### config.mk
export PLATFORM = sky130hd
export DESIGN_NAME = t03_game_state_controller
export DESIGN_NICKNAME = d
export VERILOG_FILES = /design/src/rtl/t03_game_pkg.sv /design/src/rtl/t03_health_to_glyph.sv /design/src/rtl/t03_game_state_controller.sv
export SDC_FILE = /design/constraint.sdc
export NUM_CORES = 1
export LEC_CHECK = 0
export CAP_MARGIN = 20
export CORE_MARGIN = 4
export CORE_UTILIZATION = 41
export CTS_CLUSTER_DIAMETER = 200
export DETAILED_ROUTE_END_ITERATION = 8
export PLACE_DENSITY_LB_ADDON = 0.3
export RECOVER_POWER = 25
export SLEW_MARGIN = 20
export SYNTH_ARGS = -nofsm -noshare
export SYNTH_HDL_FRONTEND = slang
export SYNTH_HIERARCHICAL = 1
export SYNTH_SLANG_ARGS = --single-unit
### constraint.sdc
create_clock -name clk_i -period 5.8 [get_ports clk_i]
set_input_delay 1.16 -clock clk_i [delete_from_list [all_inputs] [get_ports clk_i]]
set_output_delay 1.16 -clock clk_i [all_outputs]
set_load 0.01 [all_outputs]
### src/rtl/t03_game_pkg.sv
// ----------------------------------------------------------------------------
// t03_game_pkg
// Types and constants shared by the game state controller and the alphabet
// decoder.
//   game_state_t   : 3-bit match phase, encoded 0..6 (7 never driven)
//   GLYPH_DIGIT0   : glyph code of digit '0'; digit d maps to GLYPH_DIGIT0 + d
//   GLYPH_BLANK    : glyph code of an empty cell
//   HEALTH_W       : width of a player's binary health counter (0..99)
//   health_sat_sub : health minus damage, clamped at zero
// ----------------------------------------------------------------------------
package t03_game_pkg;

    typedef enum logic [2:0] {
        StIdle  = 3'd0,
        StReady = 3'd1,
        StSet   = 3'd2,
        StFight = 3'd3,
        StPlay  = 3'd4,
        StWinP1 = 3'd5,
        StWinP2 = 3'd6
    } game_state_t;

    localparam int unsigned HEALTH_W     = 7;
    localparam int unsigned DMG_W        = 4;
    localparam int unsigned GLYPH_W      = 6;
    localparam int unsigned GLYPH_PAIR_W = 2 * GLYPH_W;
    localparam int unsigned HEALTH_MAX   = 99;

    localparam logic [GLYPH_W-1:0] GLYPH_DIGIT0 = 6'd26;
    localparam logic [GLYPH_W-1:0] GLYPH_BLANK  = 6'd37;

    // Damage larger than the remaining health leaves the player at zero.
    function automatic logic [HEALTH_W-1:0] health_sat_sub(
        input logic [HEALTH_W-1:0] health,
        input logic [DMG_W-1:0]    dmg
    );
        logic [HEALTH_W-1:0] dmg_ext;
        dmg_ext = HEALTH_W'(dmg);
        if (health > dmg_ext) begin
            return health - dmg_ext;
        end
        return '0;
    endfunction

endpackage

### src/rtl/t03_health_to_glyph.sv
// ----------------------------------------------------------------------------
// t03_health_to_glyph
// Combinational conversion of a binary health value (0..99) into a pair of
// digit glyph codes {tens, ones}. A leading zero is shown as the '0' glyph.
// Ports:
//   health_i [HEALTH_W-1:0]     binary health, 0..99 (larger values shown as 99)
//   glyph_o  [GLYPH_PAIR_W-1:0] {tens glyph, ones glyph}
// ----------------------------------------------------------------------------
module t03_health_to_glyph
    import t03_game_pkg::*;
(
    input  logic [HEALTH_W-1:0]     health_i,
    output logic [GLYPH_PAIR_W-1:0] glyph_o
);

    logic [HEALTH_W-1:0] health_clamped;
    logic [3:0]          tens;
    logic [HEALTH_W-1:0] ones;

    assign health_clamped = (health_i > HEALTH_W'(HEALTH_MAX)) ? HEALTH_W'(HEALTH_MAX)
                                                               : health_i;

    // Divide by ten with a compare ladder: the highest multiple of ten not
    // above the value gives the tens digit, the remainder is the ones digit.
    always_comb begin
        tens = '0;
        ones = health_clamped;
        for (int unsigned i = 1; i < 10; i++) begin
            if (health_clamped >= HEALTH_W'(10 * i)) begin
                tens = 4'(i);
                ones = health_clamped - HEALTH_W'(10 * i);
            end
        end
    end

    assign glyph_o = {GLYPH_DIGIT0 + GLYPH_W'(tens), GLYPH_DIGIT0 + GLYPH_W'(ones)};

endmodule

### src/rtl/t03_game_state_controller.sv
// ----------------------------------------------------------------------------
// t03_game_state_controller
// Sequences a match: IDLE -> READY -> SET -> FIGHT -> PLAY -> WIN_Px -> IDLE.
// The three banner phases each last PHASE_TICKS clocks, the winner banner
// WIN_HOLD_TICKS clocks. Both players' health lives here as 0..99 counters
// and is only reduced by hits during PLAY.
// Ports:
//   clk_i          system clock
//   rst_ni         asynchronous active-low reset
//   start_i        start button level; a rising edge starts a match from IDLE
//   p1_hit_i       one-cycle pulse, P1 took p1_dmg_i damage
//   p1_dmg_i [3:0] damage for p1_hit_i
//   p2_hit_i       one-cycle pulse, P2 took p2_dmg_i damage
//   p2_dmg_i [3:0] damage for p2_hit_i
//   game_state_o   registered match phase (game_state_t encoding)
//   p1health_o     {tens glyph, ones glyph} of P1 health
//   p2health_o     {tens glyph, ones glyph} of P2 health
//   fight_active_o registered, high exactly while game_state_o == PLAY
// ----------------------------------------------------------------------------
module t03_game_state_controller
    import t03_game_pkg::*;
#(
    parameter int unsigned PHASE_TICKS    = 10_000_000,
    parameter int unsigned WIN_HOLD_TICKS = 30_000_000,
    parameter int unsigned START_HEALTH   = 99
) (
    input  logic                    clk_i,
    input  logic                    rst_ni,
    input  logic                    start_i,
    input  logic                    p1_hit_i,
    input  logic [DMG_W-1:0]        p1_dmg_i,
    input  logic                    p2_hit_i,
    input  logic [DMG_W-1:0]        p2_dmg_i,
    output logic [2:0]              game_state_o,
    output logic [GLYPH_PAIR_W-1:0] p1health_o,
    output logic [GLYPH_PAIR_W-1:0] p2health_o,
    output logic                    fight_active_o
);

    localparam int unsigned MaxTicks = (PHASE_TICKS > WIN_HOLD_TICKS) ? PHASE_TICKS
                                                                      : WIN_HOLD_TICKS;
    localparam int unsigned TimerW   = $clog2(MaxTicks);

    localparam logic [TimerW-1:0]   PhaseLast  = TimerW'(PHASE_TICKS - 1);
    localparam logic [TimerW-1:0]   WinLast    = TimerW'(WIN_HOLD_TICKS - 1);
    localparam logic [HEALTH_W-1:0] HealthInit = HEALTH_W'(START_HEALTH);

    game_state_t         state_q, state_d;
    logic [TimerW-1:0]   timer_q, timer_d;
    logic [HEALTH_W-1:0] p1_health_q, p1_health_d;
    logic [HEALTH_W-1:0] p2_health_q, p2_health_d;
    logic                start_prev_q;
    logic                fight_active_q;
    logic                start_rise;

    assign start_rise = start_i & ~start_prev_q;

    // start_prev resets high so a button held through reset cannot start a
    // match until it has been released once.
    always_ff @(posedge clk_i or negedge rst_ni) begin
        if (!rst_ni) begin
            state_q        <= StIdle;
            timer_q        <= '0;
            p1_health_q    <= HealthInit;
            p2_health_q    <= HealthInit;
            start_prev_q   <= 1'b1;
            fight_active_q <= 1'b0;
        end else begin
            state_q        <= state_d;
            timer_q        <= timer_d;
            p1_health_q    <= p1_health_d;
            p2_health_q    <= p2_health_d;
            start_prev_q   <= start_i;
            fight_active_q <= (state_d == StPlay);
        end
    end

    always_comb begin
        state_d     = state_q;
        timer_d     = timer_q;
        p1_health_d = p1_health_q;
        p2_health_d = p2_health_q;

        case (state_q)
            StIdle: begin
                timer_d = '0;
                if (start_rise) begin
                    state_d     = StReady;
                    p1_health_d = HealthInit;
                    p2_health_d = HealthInit;
                end
            end

            StReady, StSet, StFight: begin
                if (timer_q == PhaseLast) begin
                    timer_d = '0;
                    case (state_q)
                        StReady: state_d = StSet;
                        StSet:   state_d = StFight;
                        default: state_d = StPlay;
                    endcase
                end else begin
                    timer_d = timer_q + TimerW'(1);
                end
            end

            StPlay: begin
                timer_d = '0;
                if (p1_hit_i) begin
                    p1_health_d = health_sat_sub(p1_health_q, p1_dmg_i);
                end
                if (p2_hit_i) begin
                    p2_health_d = health_sat_sub(p2_health_q, p2_dmg_i);
                end
                // Decide on post-hit health so the lethal hit and the win
                // banner land on the same edge; P1 wins a double knockout.
                if (p2_health_d == '0) begin
                    state_d = StWinP1;
                end else if (p1_health_d == '0) begin
                    state_d = StWinP2;
                end
            end

            StWinP1, StWinP2: begin
                if (timer_q == WinLast) begin
                    state_d = StIdle;
                    timer_d = '0;
                end else begin
                    timer_d = timer_q + TimerW'(1);
                end
            end

            default: begin
                state_d = StIdle;
                timer_d = '0;
            end
        endcase
    end

    assign game_state_o   = state_q;
    assign fight_active_o = fight_active_q;

    t03_health_to_glyph u_p1_glyph (
        .health_i (p1_health_q),
        .glyph_o  (p1health_o)
    );

    t03_health_to_glyph u_p2_glyph (
        .health_i (p2_health_q),
        .glyph_o  (p2health_o)
    );

endmodule

After elaboration in Yosys (flattened, before gate mapping)
Cells that the tools add are included.
W data, S select, Z words.
- add/sub/neg operators: 25
- $lt $le $gt $ge: 22
- equal/unequal tests: 10
- multiplexer cells: 65
- bitwise gates (word level): 2
- reduce and logical (&&, ||, !) cells: 7
- operator list (cell ; count):
    $mux W6 ; 18
    $mux W7 ; 11
    $mux W25 ; 2
    $pmux W25 S2 ; 1
    $sub A6 B5 Y6 const B ; 8
    $ge A7 B6 Y1 const B ; 6
    $ge A7 B7 Y1 const B ; 6
    $mux W3 ; 13
    $sub A6 B6 Y6 const B ; 6
    $ge A7 B5 Y1 const B ; 4
    $pmux W7 S2 ; 2
    $add A25 B1 Y25 const B ; 1
    $eq A25 B24 Y1 const B ; 1
    $eq A25 B25 Y1 const B ; 1
    $mux W4 ; 4
    $ge A7 B4 Y1 const B ; 2
    $gt A7 B4 Y1 ; 2
    $gt A7 B7 Y1 const B ; 2
    $logic_not A7 Y1 ; 2
    $sub A7 B4 Y7 ; 2
    $add A5 B4 Y6 const A ; 2
    $add A5 B6 Y6 const A ; 2
    $eq A3 B3 Y1 const B ; 4
    $pmux W3 S4 ; 1
    other kinds (15) ; 28
- bits in registers: 44
- bits of input ports: 13
- output and inout bits: 28
- word-level logic and storage cells: 137

Longest topological paths before layout
- word-level depth: 13
- depth in mapped cells: 18
- mapped depth without buffers: 15

Modules after synthesis
The synthesis kept the hierarchy.
- by module, submodules not included (module ; times used ; cells each ; area an instance (um^2) ; sequential area each (um^2)):
    t03_game_state_controller ; 1 ; 312 ; 2921.6 ; 1112.3
    t03_health_to_glyph at u_p2_glyph ; 1 ; 196 ; 1421.4 ; 0.0
    t03_health_to_glyph at u_p1_glyph ; 1 ; 186 ; 1330.0 ; 0.0

Least setup slack after synthesis
OpenSTA, ideal clock, no wires.
- kind: register to output
- from: register p2_health_q[5]
- to: output port p2health_o[5]
- data arrival time: 3490 ps
- required time: 4640 ps
- path slack: 1150 ps
- stages on the path, launching flop included: 19
- buffers on the path: 4
- cell sequence: dfstp_2 -> buf_2 -> a21bo_2 -> buf_2 -> inv_1 -> ha_1 -> clkbuf_2 -> and4bb_1 -> or3_1 -> buf_6 -> clkinv_8 -> nand4_2 -> a311o_1 -> a31o_1 -> ha_1 -> inv_1 -> o41ai_1 -> nor4_1 -> xnor2_1
- word-level cells in the longest chain between the ends: 13
- elaborated cells between the ends (all ways): 30
- ends and longest elaborated chain (item ; RTL line ; text):
    start: declaration ; t03_game_state_controller.sv:51 ; logic [HEALTH_W-1:0] p2_health_q, p2_health_d;
    start signal: assignment ; t03_game_state_controller.sv:65 ; p2_health_q <= HealthInit;
    start signal: assignment ; t03_game_state_controller.sv:72 ; p2_health_q <= p2_health_d;
    $gt A7 B7 Y1 ; t03_health_to_glyph.sv:20 ; assign health_clamped = (health_i > HEALTH_W'(HEALTH_MAX)) ? HEALTH_W'(HEALTH_MAX)
    $mux W7 * ; t03_health_to_glyph.sv:20 ;
    $sub A6 B4 Y6 / $ge A7 B4 Y1 (equally long branches) ; t03_health_to_glyph.sv:31, t03_health_to_glyph.sv:29 ;
    $mux W6 (8 in a row) ; t03_health_to_glyph.sv:29 ; if (health_clamped >= HEALTH_W'(10 * i)) begin
    $mux W6 * ; t03_health_to_glyph.sv:29 ;
    $add A5 B6 Y6 * ; t03_health_to_glyph.sv:36 ; assign glyph_o = {GLYPH_DIGIT0 + GLYPH_W'(tens), GLYPH_DIGIT0 + GLYPH_W'(ones)};
    end: declaration ; t03_game_state_controller.sv:36 ; output logic [GLYPH_PAIR_W-1:0] p2health_o,
Every way passes the cells marked *; elsewhere a longest branch is shown, timed or not.

Final worst setup path
- from: register p1_health_q[4]
- to: output port p1health_o[5]
- word-level cells in the longest chain between the ends: 13
- elaborated cells between the ends (all ways): 30
- ends and longest elaborated chain (item ; RTL line ; text):
    start: declaration ; t03_game_state_controller.sv:50 ; logic [HEALTH_W-1:0] p1_health_q, p1_health_d;
    start signal: assignment ; t03_game_state_controller.sv:64 ; p1_health_q <= HealthInit;
    start signal: assignment ; t03_game_state_controller.sv:71 ; p1_health_q <= p1_health_d;
    $gt A7 B7 Y1 ; t03_health_to_glyph.sv:20 ;
    $mux W7 * ; t03_health_to_glyph.sv:20 ;
    $sub A6 B4 Y6 / $ge A7 B4 Y1 (equally long branches) ; t03_health_to_glyph.sv:31, t03_health_to_glyph.sv:29 ;
    $mux W6 (8 in a row) ; t03_health_to_glyph.sv:29 ;
    $mux W6 * ; t03_health_to_glyph.sv:29 ;
    $add A5 B6 Y6 * ; t03_health_to_glyph.sv:36 ;
    end: declaration ; t03_game_state_controller.sv:35 ; output logic [GLYPH_PAIR_W-1:0] p1health_o,
Marks and branches as above.

==> flow_summary.toml <==
[clock_tree]
clk_latency_ns = 0.28
cts_root_buf = "clkbuf_16"
clockBufferDepth = 2
cts_tree = "built"
clk_pin_slew_ns = 0.06
clock_sinks = 44
numCtsBuffers = 5
cts_hold_buf = 0
ctsHtreeMaxLevel = 2

[yosys]
synth_compound_area_share_pct = 26.4
syn_inst = 694
async_flop_share_pct = 100
syn_nets = 757
yosysWarnings = 6
synth_top_area_share_pct = 15.4
syn_avg_cell_area_um2 = 8.17
synth-main-ff-cell = "dfrtp_1"
ys_types = 108
synth_top_family_by_area = "simple AND/OR/NAND/NOR gates"
muxShareOfSynthArea_pct = 0.551
synth_edf_count = 0
yosys.area_share.simple_pct = 28.1
synth_area_um2 = 5670
ys_ff_latch = 44
synth.largest_area_cell = "dfrtp_1"
synth_fa_ha_area_share_pct = 11.5
synth_xor_area_share_pct = 6.18
synth_seq_area_share_pct = 19.6
synth_area_leaders = "dfrtp_1 (15%), ha_1 (11%), dfstp_2 (4.2%)"

[sta]
totalNegativeSetupSlack_ns = 0
hold_viol_final = 0
fin_crit_sh_pct = 95.7
rsz0062_at_grt = "no"
fin_crit_ns = 5.55
worstMarginPinSlew_ns = 2.25
drv_slew = 45
relSlewSlack_pct = -50.1
max_freq_mhz = 180
finalSetupViolCount = 0
clock_skew_ns = 0.00536

[finish]
drive_gt1_share_pct = 15.1
area_growth_pct = 13.9
num-fill-cells = 1303
final_cell_mix = "inv_1 (48), ha_1 (46), nor2_1 (42)"
diodes = 0
final_common_cell = "inv_1"
fin_nets = 798

[route]
wl_met3_um = 878
vias_per_cell = 6.09
num_vias = 5556
drt-met1-wl_um = 7400
drt_iter0_markers = 589
final_antenna_net_count = 0
met2_length_um = 7530
routed.top_layer = "met4"
dr.pass1.iters = 5
drc = 0
routed_wl_um = 16000
wl_per_cell_um = 17.5

[setup_path]
crit_fanout = 13
critPathBufInv = 5
cp_top_family = "buffers and inverters"
cpPeakStageDelay_ns = 0.57
critPathLaunchType = "flip-flop"
slowest_stage = "dfrtp_1"
worstPathCellList = "nand2_2 > inv_2 > ha_1 > inv_1 > a31oi_1 > buf_4 > nor2_1 > o21ai_1 > a221oi_1 > a221oi_2 > inv_1 > ha_1 > nor3b_2 > xor2_1 > clkdlybuf4s50_1"
critical_path_arrival_ns = 4.39
end_kind = "output pin"
required_ns = 4.64
worstSetupPathType = "flip-flop to output pin"

[global_routing]
grt_max_degree = 45
grt_antenna_before_repair = 0
grt_first_pass_wirelength_um = 26200
first_global_vias = 5286
grtUsageTotal_pct = 19.3
grt_overflow = 0

[floorplan]
start_util_pct = 42.3
io_pins = 41
die_h_um = 126
row_count = 42
die_w_um = 126
coreArea_um2 = 13400
die_area_um2 = 15800

[pwr]
p_leak_nw = 2.65
vdd_drop_max_mv = 0.130
power.total_uw = 752
powerDensity_nw_per_um2 = 116

[outcome]
status = "finished, violations left"
violations = "capacitance limit, slew limit"

[placement]
hpwl_um = 11800
gp_congestion = 0.995
portBuffers = 40

[hold_path]
min_path_type = "flip-flop to flip-flop"

[run]
cap_viol_max_count = 1
synth_stat cells, types with 16 or more instances:
master    n
nor2b_1  16
inv_1    48
o21ai_0  35
nor2_1   42
dfrtp_1  35
ha_1     48
nand2_1  40
a21oi_1  34
nand3_1  25
xnor2_1  18
nor2_2   20
xor2_1   22
cell families after synthesis:
kind of cell | Yosys count
simple gates | 263
compound gates | 207
buf+inv | 86
fa+ha+maj | 51
flops | 44
xor+xnor | 40
mux | 3
state kept, by name (all words and copies together) (netlist names):
register        cells
fight_active_o      1
timer_q            25
p2_health_q         7
start_prev_q        1
p1_health_q         7
game_state_o        3
worst register-to-register path, stage by stage, from the launching register on:
cell      delay (ns)
dfstp_2         0.43
inv_1           0.12
ha_1            0.17
inv_1           0.05
fa_1            0.40
a21o_1          0.17
a21oi_1         0.35
xnor2_1         0.17
nand4b_1        0.11
a211oi_1        0.48
o31ai_1         0.17
repair_timing:
| action | 4_1_cts | 5_1_grt |
|---|---|---|
| resized for setup | 0 | 6 |
| setup endpoints to repair | 0 | 3 |
| endpoints found under the hold margin | 0 | 0 |
| setup buffers | 0 | 0 |
routing by layer:
layer / GRT usage [%] / vias up
li1: - / 2652
met1: 27.7 / 2650
met2: 32.1 / 233
met3: 1.61 / 21
met4: 3.44 / 0
met5: 0 / -
where the power goes:
group / switching, mW / internal [mW]
clock network: 0.120 / 0.205
logic: 0.0619 / 0.0554
registers: 0.00172 / 0.309
total: 0.183 / 0.569
per-stage QoR:
step	std cells	hold WS, ns	setup WS, ns	instance area (µm²)	util, %
2_1_floorplan	694	0.460	1.15	5670	-
3_3_place_gp	904	0.481	0.618	6260	46.7
3_5_place_dp	904	0.492	0.522	6260	46.7
4_1_cts	912	0.503	0.202	6430	48.0
5_1_grt	912	0.517	0.0345	6460	48.2
6_report	912	0.501	0.252	6460	48.2
worst paths after layout:
check / startpoint / to / slack, ns / depth (start not counted)
setup / recovery: p1_health_q[4] / p1health_o[5] / 0.25 / 15
hold / removal: timer_q[0] / timer_q[0] / 0.50 / 1
setup reg to reg: p2_health_q[0] / fight_active_o / 3.03 / 10
hold reg to reg: timer_q[0] / timer_q[0] / 0.50 / 1
max in group asynchronous: rst_ni / timer_q[19] / 2.98 / 1
min in group asynchronous: rst_ni / game_state_o[2] / 1.54 / 1
cell type report:
class | instances | area [µm²] | share of cell area (%)
Multi-Input combinational cell | 564 | 4160 | 64.3
Sequential cell | 44 | 1110 | 17.2
Timing Repair Buffer | 65 | 582 | 9.00
Tap cell | 176 | 220 | 3.41
Inverter | 55 | 219 | 3.39
Clock buffer | 5 | 125 | 1.94
Clock inverter | 3 | 47.5 | 0.736
Power figures use the tool's default switching activity.
